## config.mk

```make
export PLATFORM = sky130hd
export DESIGN_NAME = alu_control_seq
export DESIGN_NICKNAME = d
export VERILOG_FILES = /design/src/rtl/alu_ctrl_pkg.sv /design/src/rtl/alu_ctrl_decode.sv /design/src/rtl/alu_control_seq.sv
export SDC_FILE = /design/constraint.sdc
export NUM_CORES = 1
export LEC_CHECK = 0
export ABC_AREA = 1
export CORE_ASPECT_RATIO = 0.8
export CORE_MARGIN = 5
export CORE_UTILIZATION = 41
export DETAILED_ROUTE_END_ITERATION = 6
export PLACE_DENSITY = 0.74
export SLEW_MARGIN = 10
export SYNTH_ARGS = -nofsm -noshare
export SYNTH_HDL_FRONTEND = slang
export SYNTH_HIERARCHICAL = 1
export SYNTH_SLANG_ARGS = --single-unit
```

## constraint.sdc

```tcl
create_clock -name clk -period 1.34 [get_ports clk]
set_input_delay 0.134 -clock clk [delete_from_list [all_inputs] [get_ports clk]]
set_output_delay 0.134 -clock clk [all_outputs]
set_load 0.1 [all_outputs]
```

## src/rtl/alu_ctrl_pkg.sv

```systemverilog
// Shared encodings for the ALU control sequencer: control codes, ALUop and
// R-type function values, and the FSM state type.
package alu_ctrl_pkg;

  localparam logic [2:0] CTRL_AND  = 3'b000;
  localparam logic [2:0] CTRL_OR   = 3'b001;
  localparam logic [2:0] CTRL_ADD  = 3'b010;
  localparam logic [2:0] CTRL_XOR  = 3'b011;
  localparam logic [2:0] CTRL_SLL1 = 3'b100;
  localparam logic [2:0] CTRL_SRL1 = 3'b101;
  localparam logic [2:0] CTRL_SUB  = 3'b110;
  localparam logic [2:0] CTRL_SLT  = 3'b111;

  localparam logic [2:0] ALUOP_ADD   = 3'b000;
  localparam logic [2:0] ALUOP_SUB   = 3'b001;
  localparam logic [2:0] ALUOP_AND   = 3'b010;
  localparam logic [2:0] ALUOP_OR    = 3'b011;
  localparam logic [2:0] ALUOP_SLT   = 3'b100;
  localparam logic [2:0] ALUOP_XOR   = 3'b101;
  localparam logic [2:0] ALUOP_ILL   = 3'b110;
  localparam logic [2:0] ALUOP_RTYPE = 3'b111;

  localparam logic [2:0] FN_ADD  = 3'b000;
  localparam logic [2:0] FN_SUB  = 3'b001;
  localparam logic [2:0] FN_AND  = 3'b010;
  localparam logic [2:0] FN_OR   = 3'b011;
  localparam logic [2:0] FN_XOR  = 3'b100;
  localparam logic [2:0] FN_SLT  = 3'b101;
  localparam logic [2:0] FN_SLLV = 3'b110;
  localparam logic [2:0] FN_SRLV = 3'b111;

  typedef enum logic [1:0] {
    IDLE  = 2'b00,
    ISSUE = 2'b01,
    SHIFT = 2'b10
  } state_t;

endpackage

```

## src/rtl/alu_ctrl_decode.sv

```systemverilog
// Purely combinational ALUop/Func decode into a control code plus the
// variable-shift and undefined-ALUop flags.
module alu_ctrl_decode
  import alu_ctrl_pkg::*;
#(
  parameter int OPW   = 3,
  parameter int FUNCW = 3,
  parameter int CTRLW = 3
) (
  input  logic [OPW-1:0]   ALUop,
  input  logic [FUNCW-1:0] Func,
  output logic [CTRLW-1:0] code,
  output logic             is_shift,
  output logic             illegal
);

  logic [2:0] c;

  always_comb begin
    c        = CTRL_ADD;
    is_shift = 1'b0;
    illegal  = 1'b0;
    case (ALUop)
      ALUOP_ADD: c = CTRL_ADD;
      ALUOP_SUB: c = CTRL_SUB;
      ALUOP_AND: c = CTRL_AND;
      ALUOP_OR:  c = CTRL_OR;
      ALUOP_SLT: c = CTRL_SLT;
      ALUOP_XOR: c = CTRL_XOR;
      ALUOP_ILL: illegal = 1'b1;
      ALUOP_RTYPE: begin
        case (Func)
          FN_ADD:  c = CTRL_ADD;
          FN_SUB:  c = CTRL_SUB;
          FN_AND:  c = CTRL_AND;
          FN_OR:   c = CTRL_OR;
          FN_XOR:  c = CTRL_XOR;
          FN_SLT:  c = CTRL_SLT;
          FN_SLLV: begin c = CTRL_SLL1; is_shift = 1'b1; end
          FN_SRLV: begin c = CTRL_SRL1; is_shift = 1'b1; end
          default: c = CTRL_ADD;
        endcase
      end
      default: c = CTRL_ADD;
    endcase
  end

  assign code = CTRLW'(c);

endmodule

```

## src/rtl/alu_control_seq.sv

```systemverilog
// ALU control sequencer: accepts one op at a time and emits registered control
// words, expanding variable shifts into shamt single-bit steps.
// Handshake: an op is taken on a rising edge where in_valid && in_ready; the
// op inputs must stay stable while in_valid=1 and in_ready=0.
module alu_control_seq
  import alu_ctrl_pkg::*;
#(
  parameter int OPW   = 3,
  parameter int FUNCW = 3,
  parameter int CTRLW = 3,
  parameter int SHW   = 4
) (
  input  logic             clk,
  input  logic             reset,
  input  logic             in_valid,
  output logic             in_ready,
  input  logic [OPW-1:0]   ALUop,
  input  logic [FUNCW-1:0] Func,
  input  logic [SHW-1:0]   shamt,
  input  logic             stall,
  output logic [CTRLW-1:0] ctrl,
  output logic             ctrl_valid,
  output logic             ctrl_last,
  output logic             zero_shift,
  output logic             illegal,
  output logic             busy,
  output logic [1:0]       dbg_state,
  output logic [SHW-1:0]   dbg_count
);

  state_t           state_q, state_d;
  logic [SHW-1:0]   cnt_q, cnt_d;
  logic [CTRLW-1:0] ctrl_q, ctrl_d;
  logic             valid_q, valid_d, last_q, last_d;
  logic             zs_q, zs_d, ill_q, ill_d;

  logic [CTRLW-1:0] dec_code;
  logic             dec_is_shift, dec_illegal;
  logic             accept, stepping;

  alu_ctrl_decode #(.OPW(OPW), .FUNCW(FUNCW), .CTRLW(CTRLW)) u_decode (
    .ALUop    (ALUop),
    .Func     (Func),
    .code     (dec_code),
    .is_shift (dec_is_shift),
    .illegal  (dec_illegal)
  );

  // SHIFT always holds a nonzero count; the last word is shown from ISSUE.
  assign stepping = (state_q == SHIFT) && (cnt_q != '0);
  assign in_ready = !stall && !stepping;
  assign accept   = in_valid && in_ready;

  always_ff @(posedge clk or posedge reset) begin
    if (reset) begin
      state_q <= IDLE;
      cnt_q   <= '0;
      ctrl_q  <= '0;
      valid_q <= 1'b0;
      last_q  <= 1'b0;
      zs_q    <= 1'b0;
      ill_q   <= 1'b0;
    end else begin
      state_q <= state_d;
      cnt_q   <= cnt_d;
      ctrl_q  <= ctrl_d;
      valid_q <= valid_d;
      last_q  <= last_d;
      zs_q    <= zs_d;
      ill_q   <= ill_d;
    end
  end

  always_comb begin
    state_d = state_q;
    cnt_d   = cnt_q;
    ctrl_d  = ctrl_q;
    valid_d = valid_q;
    last_d  = last_q;
    zs_d    = zs_q;
    ill_d   = ill_q;
    if (!stall) begin
      if (stepping) begin
        cnt_d   = cnt_q - SHW'(1);
        valid_d = 1'b1;
        last_d  = (cnt_q == SHW'(1));
        zs_d    = 1'b0;
        ill_d   = 1'b0;
        if (cnt_q == SHW'(1)) state_d = ISSUE;
      end else if (accept) begin
        ctrl_d  = dec_code;
        valid_d = 1'b1;
        ill_d   = dec_illegal;
        zs_d    = dec_is_shift && (shamt == '0);
        if (dec_is_shift && (shamt > SHW'(1))) begin
          state_d = SHIFT;
          cnt_d   = shamt - SHW'(1);
          last_d  = 1'b0;
        end else begin
          state_d = ISSUE;
          cnt_d   = '0;
          last_d  = 1'b1;
        end
      end else begin
        // ctrl keeps its last code; only the qualifiers drop.
        state_d = IDLE;
        valid_d = 1'b0;
        last_d  = 1'b0;
        zs_d    = 1'b0;
        ill_d   = 1'b0;
      end
    end
  end

  assign ctrl       = ctrl_q;
  assign ctrl_valid = valid_q;
  assign ctrl_last  = last_q;
  assign zero_shift = zs_q;
  assign illegal    = ill_q;
  assign busy       = stepping;
  assign dbg_state  = state_q;
  assign dbg_count  = cnt_q;

endmodule

```

==> flow_metrics.env, run 1 <==
export IMPL_firstDrtPassIters=5
export IMPL_setup_ws_ns=-0.237
export IMPL_fin_crit_ns=1.58
export IMPL_nNetsFinal=215
export IMPL_hpwl_mm=2.32
export IMPL_maxCapViolCount=0
export IMPL_grt_max_degree=14
export IMPL_fp_coreArea_um2=2180
export IMPL_syn_area_um2=946
export IMPL_final_cell_mix="nand2_1 (51), buf_4 (29), buf_12 (15), inv_1 (14), clkdlybuf4s50_1 (13)"
export IMPL_clkLatencyLatePin_ns=0.28
export IMPL_crit_fanout=2
export IMPL_worstSetupStartpointType="flip-flop"
export IMPL_cts_tree="built"
export IMPL_required_ns=1.21
export IMPL_crit_type="flip-flop to output pin"
export IMPL_slew_violations=0
export IMPL_final_common_cell="nand2_1"
export IMPL_synthArstFlopShare_pct=100
export IMPL_clkTransAtPathRegs_ns=0.09
export IMPL_syn_inst=133
export IMPL_synth_area_top_cells="dfrtp_1 (34%), nand2_1 (22%), inv_1 (7.5%)"
export IMPL_initialDrtViolationCount=32
export IMPL_antennaDiodeCount=0
export IMPL_status="finished with violations"
export IMPL_final_util_pct=80.1
export IMPL_rsz0062_at_grt="true"
export IMPL_m1WireLength_mm=1.26
export IMPL_wl_met3_um=172
export IMPL_clock_sinks=13
export IMPL_wire_per_inst_um=13.9
export IMPL_final_hold_viol_count=0
export IMPL_grt_use_total_pct=19.2
export IMPL_leakage_nw=0.878
export IMPL_pre_cts_ws_ns=-0.319
export IMPL_ys_flop_type="dfrtp_1"
export IMPL_syn_nets=152
export IMPL_cts_buffers=3
export IMPL_antenna_left=0
export IMPL_synth_avg_cell_area_um2=7.11
export IMPL_remaining_drc_errors=0
export IMPL_synth_cell_types=24
export IMPL_core_rowCount=15
export IMPL_place_congestion=0.814
export IMPL_dr_wl_met2_mm=1.53
export IMPL_violations="setup timing"
export IMPL_powerDensity_nw_per_um2=717
export IMPL_clk_path_buf_depth=2
export IMPL_yosys_warnings=6
export IMPL_die_w_um=63.7
export IMPL_vias=1087
export IMPL_start_util_pct=43.4
export IMPL_tightest_slew_ns=0.514
export IMPL_io_pins=29
export IMPL_power_total_mw=1.25
export IMPL_dieArea_um2=3370
export IMPL_routed_top_layer="met4"
export IMPL_fin_skew_ns=0.00506
export IMPL_max_freq_mhz=634
export IMPL_die_y_um=53.0
export IMPL_synth_seq_area_share_pct=34.4
export IMPL_drive_gt1_share_pct=42.1
export IMPL_ctsRootBufferMaster="clkbuf_4"
export IMPL_setup_viol=15
export IMPL_grt_ovfl_total=0
export IMPL_routed_wirelength_mm=3.06
export IMPL_min_path_type="primary input to asynchronous set/reset pin"
export IMPL_grt_pass1_wl_mm=4.95
export IMPL_viasPerCell=4.94
export IMPL_fin_crit_sh_pct=118
export IMPL_synth_ff_latch_count=13
export IMPL_synth_edf_count=0
export IMPL_grt_pass1_vias=1075
export IMPL_area_growth_syn_to_layout_pct=84.4
export IMPL_cp_data_arrival_time_ns=1.44
export IMPL_htree_levels=1
export IMPL_synth_largest_area_cell="dfrtp_1"
export IMPL_vdd_ir_drop_max_v=0.000604
export IMPL_synth_top_area_share_pct=34.4
export IMPL_port_buffers=28
export IMPL_end_kind="output pin"
export IMPL_antenna_found_initial=0
export IMPL_relSlewSlack_pct=65.7
## worst max-delay path, stage by stage, from the launching register on
cell        delay (ns)
dfrtp_4           0.50
inv_4             0.07
ha_4              0.16
nand2_4           0.05
nand2_4           0.08
nand2_8           0.05
clkinvlp_4        0.08
buf_12            0.16
## cells in the mapped netlist, types with 2 or more instances
library cell and count:
inv_2 3, dfrtp_1 13, nand2_1 56, a21oi_1 3, a21oi_4 2, nand2_2 2, nand3_1 8, ha_1 5
nor3_1 2, inv_1 19, nor2_1 4, xnor2_1 2, o21ai_0 2, nand2_4 2
## layout make-up
type                            instances  area [um2]
Multi-Input combinational cell         97         584
Clock buffer                            4        26.3
Fill cell                             144         433
Tap cell                               25        31.3
Sequential cell                        13         343
Inverter                               23         100
Timing Repair Buffer                   58         659
## cells by family (layout without fill, tap and decap cells)
logic type               Yosys count  after routing  share of synthesized area (%)
buffers and inverters             23             85                           9.13
AO/OA/AOI/OAI                     11             11                           9.52
AND/OR/NAND/NOR                   79             79                           38.5
flip-flops                        13             13                           34.4
adder cells (fa/ha/maj)            5              5                           6.61
XOR/XNOR                           2              2                           1.85
## final timing paths
path	cells after the start	to	slack, ns	startpoint
worst min-delay path	2	dbg_state[0]	0.18	reset
worst min register to register	2	ctrl[2]	0.54	ctrl[2]
min in group clk	2	ctrl[2]	0.54	ctrl[2]
max in group asynchronous	2	dbg_state[1]	0.77	reset
worst max-delay path	7	in_ready	-0.24	dbg_count[0]
worst max register to register	10	dbg_count[1]	-0.21	dbg_count[0]
## registers in the layout (all words and copies together) (netlist names)
register / cells
dbg_state: 2
dbg_count: 4
ctrl_valid: 1
ctrl: 3
ctrl_last: 1
illegal: 1
zero_shift: 1
## routing by layer
layer,global-route usage (%),vias up
li1,-,532
met1,22.8,507
met5,0,-
met4,7.96,0
met2,33.6,38
met3,4.25,10
## through the flow
step                      hold slack (ns)  cells  TNS [ns]  area, um2
after floorplan                    0.0109    133     -5.04        990
after global placement              0.483    210     -1.15       1630
after detailed placement            0.502    210     -1.90       1630
after CTS                           0.204    217     -1.49       1700
after global routing                0.227    220     -3.18       1740
final                               0.177    220     -2.16       1740
## repair_timing
action / 4_1_cts / 5_1_grt
gates resized for setup: 7 / 8
gates cloned: 0 / 0
hold buffers: 0 / 0
endpoints found under the setup margin: 10 / 15
pin swaps: 3 / 3
buffers inserted: 3 / 3
endpoints found under the hold margin: 0 / 0
## power breakdown
group | leakage, nW | switching (mW) | internal [mW]
sequential | 0.160 | 0.0260 | 0.419
clock | 0.0150 | 0.143 | 0.116
combinational | 0.703 | 0.330 | 0.218
(Power assumes the default switching activity.)
==> run 2, diff against run 1 <==
--- a/config.mk
+++ b/config.mk
@@ -6,11 +6,13 @@
 export NUM_CORES = 1
 export LEC_CHECK = 0
 export ABC_AREA = 1
+export CELL_PAD_IN_SITES_DETAIL_PLACEMENT = 0
+export CELL_PAD_IN_SITES_GLOBAL_PLACEMENT = 1
 export CORE_ASPECT_RATIO = 0.8
 export CORE_MARGIN = 5
-export CORE_UTILIZATION = 41
+export CORE_UTILIZATION = 29
 export DETAILED_ROUTE_END_ITERATION = 6
-export PLACE_DENSITY = 0.74
+export PLACE_DENSITY = 0.75
 export SLEW_MARGIN = 10
 export SYNTH_ARGS = -nofsm -noshare
 export SYNTH_HDL_FRONTEND = slang
==> flow_metrics.env, run 2 (same netlist as run 1, synthesis figures left out) <==
export IMPL_hpwl_mm=2.03
export IMPL_powerDensity_nw_per_um2=744
export IMPL_min_path_type="primary input to asynchronous set/reset pin"
export IMPL_dp_cells=226
export IMPL_port_buffers=28
export IMPL_maxCapViolCount=0
export IMPL_area_sequential_um2=343
export IMPL_cts_tree="built"
export IMPL_die_y_um=61.1
export IMPL_multi_input_area_um2=588
export IMPL_ctsRootBufferMaster="clkbuf_8"
export IMPL_wire_per_inst_um=10.3
export IMPL_grt_pass1_wl_mm=4.15
export IMPL_crit_type="flip-flop to output pin"
export IMPL_vdd_ir_drop_max_v=0.000357
export IMPL_fin_skew_ns=0.00421
export IMPL_final_util_pct=57.6
export IMPL_core_rowCount=18
export IMPL_die_w_um=73.9
export IMPL_grt_met2_usage_pct=19.3
export IMPL_met1_usage_pct=16.3
export IMPL_dieArea_um2=4510
export IMPL_required_ns=1.21
export IMPL_cp_data_arrival_time_ns=1.36
export IMPL_grt_pass1_vias=983
export IMPL_clock_sinks=13
export IMPL_violations="setup timing"
export IMPL_clkLatencyLatePin_ns=0.24
export IMPL_grt_max_degree=14
export IMPL_place_congestion=0.819
export IMPL_grt_busiest_layer="met2"
export IMPL_setup_viol=13
export IMPL_final_common_cell="nand2_1"
export IMPL_setup_ws_ns=-0.149
export IMPL_fin_hold_ws_ns=0.214
export IMPL_antenna_left=0
export IMPL_relSlewSlack_pct=67.7
export IMPL_leakage_nw=0.900
export IMPL_nNetsFinal=216
export IMPL_start_util_pct=30.4
export IMPL_viasPerCell=4.24
export IMPL_largest_reg_flops=4
export IMPL_io_pins=29
export IMPL_final_hold_viol_count=0
export IMPL_clkTransAtPathRegs_ns=0.06
export IMPL_initialDrtViolationCount=41
export IMPL_antennaDiodeCount=0
export IMPL_rsz0062_at_grt="true"
export IMPL_crit_fanout=2
export IMPL_status="finished with violations"
export IMPL_grt_use_total_pct=12.0
export IMPL_firstDrtPassIters=4
export IMPL_grtUsageMet3_pct=0.979
export IMPL_fp_coreArea_um2=3110
export IMPL_final_cell_mix="nand2_1 (51), buf_4 (31), buf_12 (15), inv_1 (14), clkdlybuf4s50_1 (12)"
export IMPL_vias=1001
export IMPL_cts_buffers=3
export IMPL_clk_path_buf_depth=2
export IMPL_ctsHoldBuffers=0
export IMPL_antenna_found_initial=0
export IMPL_worstSetupStartpointType="flip-flop"
export IMPL_fin_cells=236
export IMPL_tightest_slew_ns=0.483
export IMPL_final_fill_count=266
export IMPL_max_freq_mhz=671
export IMPL_drive_gt1_share_pct=43.4
export IMPL_fin_crit_sh_pct=111
export IMPL_remaining_drc_errors=0
export IMPL_fin_crit_ns=1.49
export IMPL_end_kind="output pin"
export IMPL_slew_violations=0
export IMPL_area_growth_syn_to_layout_pct=89.4
export IMPL_htree_levels=1
export IMPL_routed_wirelength_mm=2.42
export IMPL_grt_ovfl_total=0
[run 2: cell types whose count changed in the layout (fill, tap and decap cells not counted), sizes merged]
cell,previous run,this run
dlymetal6s2s,0,1
buf,45,46
clkdlybuf4s50,13,12
[run 2: layout make-up]
class,instances,area share (%)
tap,40,2.79
multi-input combinational,97,32.8
sequential,13,19.1
clock buffer,4,2.51
timing repair buffer,59,37.2
inverter,23,5.59
[run 2: final timing paths]
check	start	endpoint	slack, ns	cells past startpoint
max	dbg_count[0]	in_ready	-0.15	7
min	reset	dbg_state[1]	0.21	2
max reg2reg	dbg_count[0]	ctrl[2]	-0.12	10
min reg2reg	ctrl[0]	ctrl[0]	0.53	2
max in group asynchronous	reset	dbg_state[0]	0.76	2
min in group clk	shamt[1]	dbg_count[3]	0.44	9
[run 2: layer usage]
| metal | vias up | wire (um) |
|---|---|---|
| met1 | 439 | 1200 |
| li1 | 535 | - |
| met3 | 4 | 103 |
| met4 | 0 | 42 |
| met2 | 23 | 1070 |
| met5 | - | 0 |
[run 2: through the flow]
step           instance area, um2  TNS [ns]  power (mW)  setup WS (ns)
5_1_grt                      1790     -1.86        1.40         -0.194
3_3_place_gp                 1660     -1.47       0.976         -0.254
2_1_floorplan                 990     -5.04       0.740         -0.631
4_1_cts                      1760    -0.972        1.34         -0.161
3_5_place_dp                 1660     -1.79       0.982         -0.283
6_report                     1790    -0.955        1.33         -0.149
[run 2: report_power, final]
group	internal, mW	switching, mW	total, mW
clock	0.210	0.135	0.344
sequential	0.420	0.0259	0.446
combinational	0.219	0.323	0.542
[run 2: repair_timing]
item                       in CTS  in global routing
gates resized for setup         5                 12
setup buffers                   6                  0
hold endpoints to repair        0                  0
setup endpoints to repair       9                 15
pin swaps                       3                  2
[run 2: worst max-delay path, stage by stage (launching register included)]
cell	delay (ns)
dfrtp_4	0.48
inv_4	0.07
ha_4	0.16
nand2_4	0.05
nand2_4	0.06
nand2_4	0.05
clkinvlp_4	0.07
buf_12	0.16
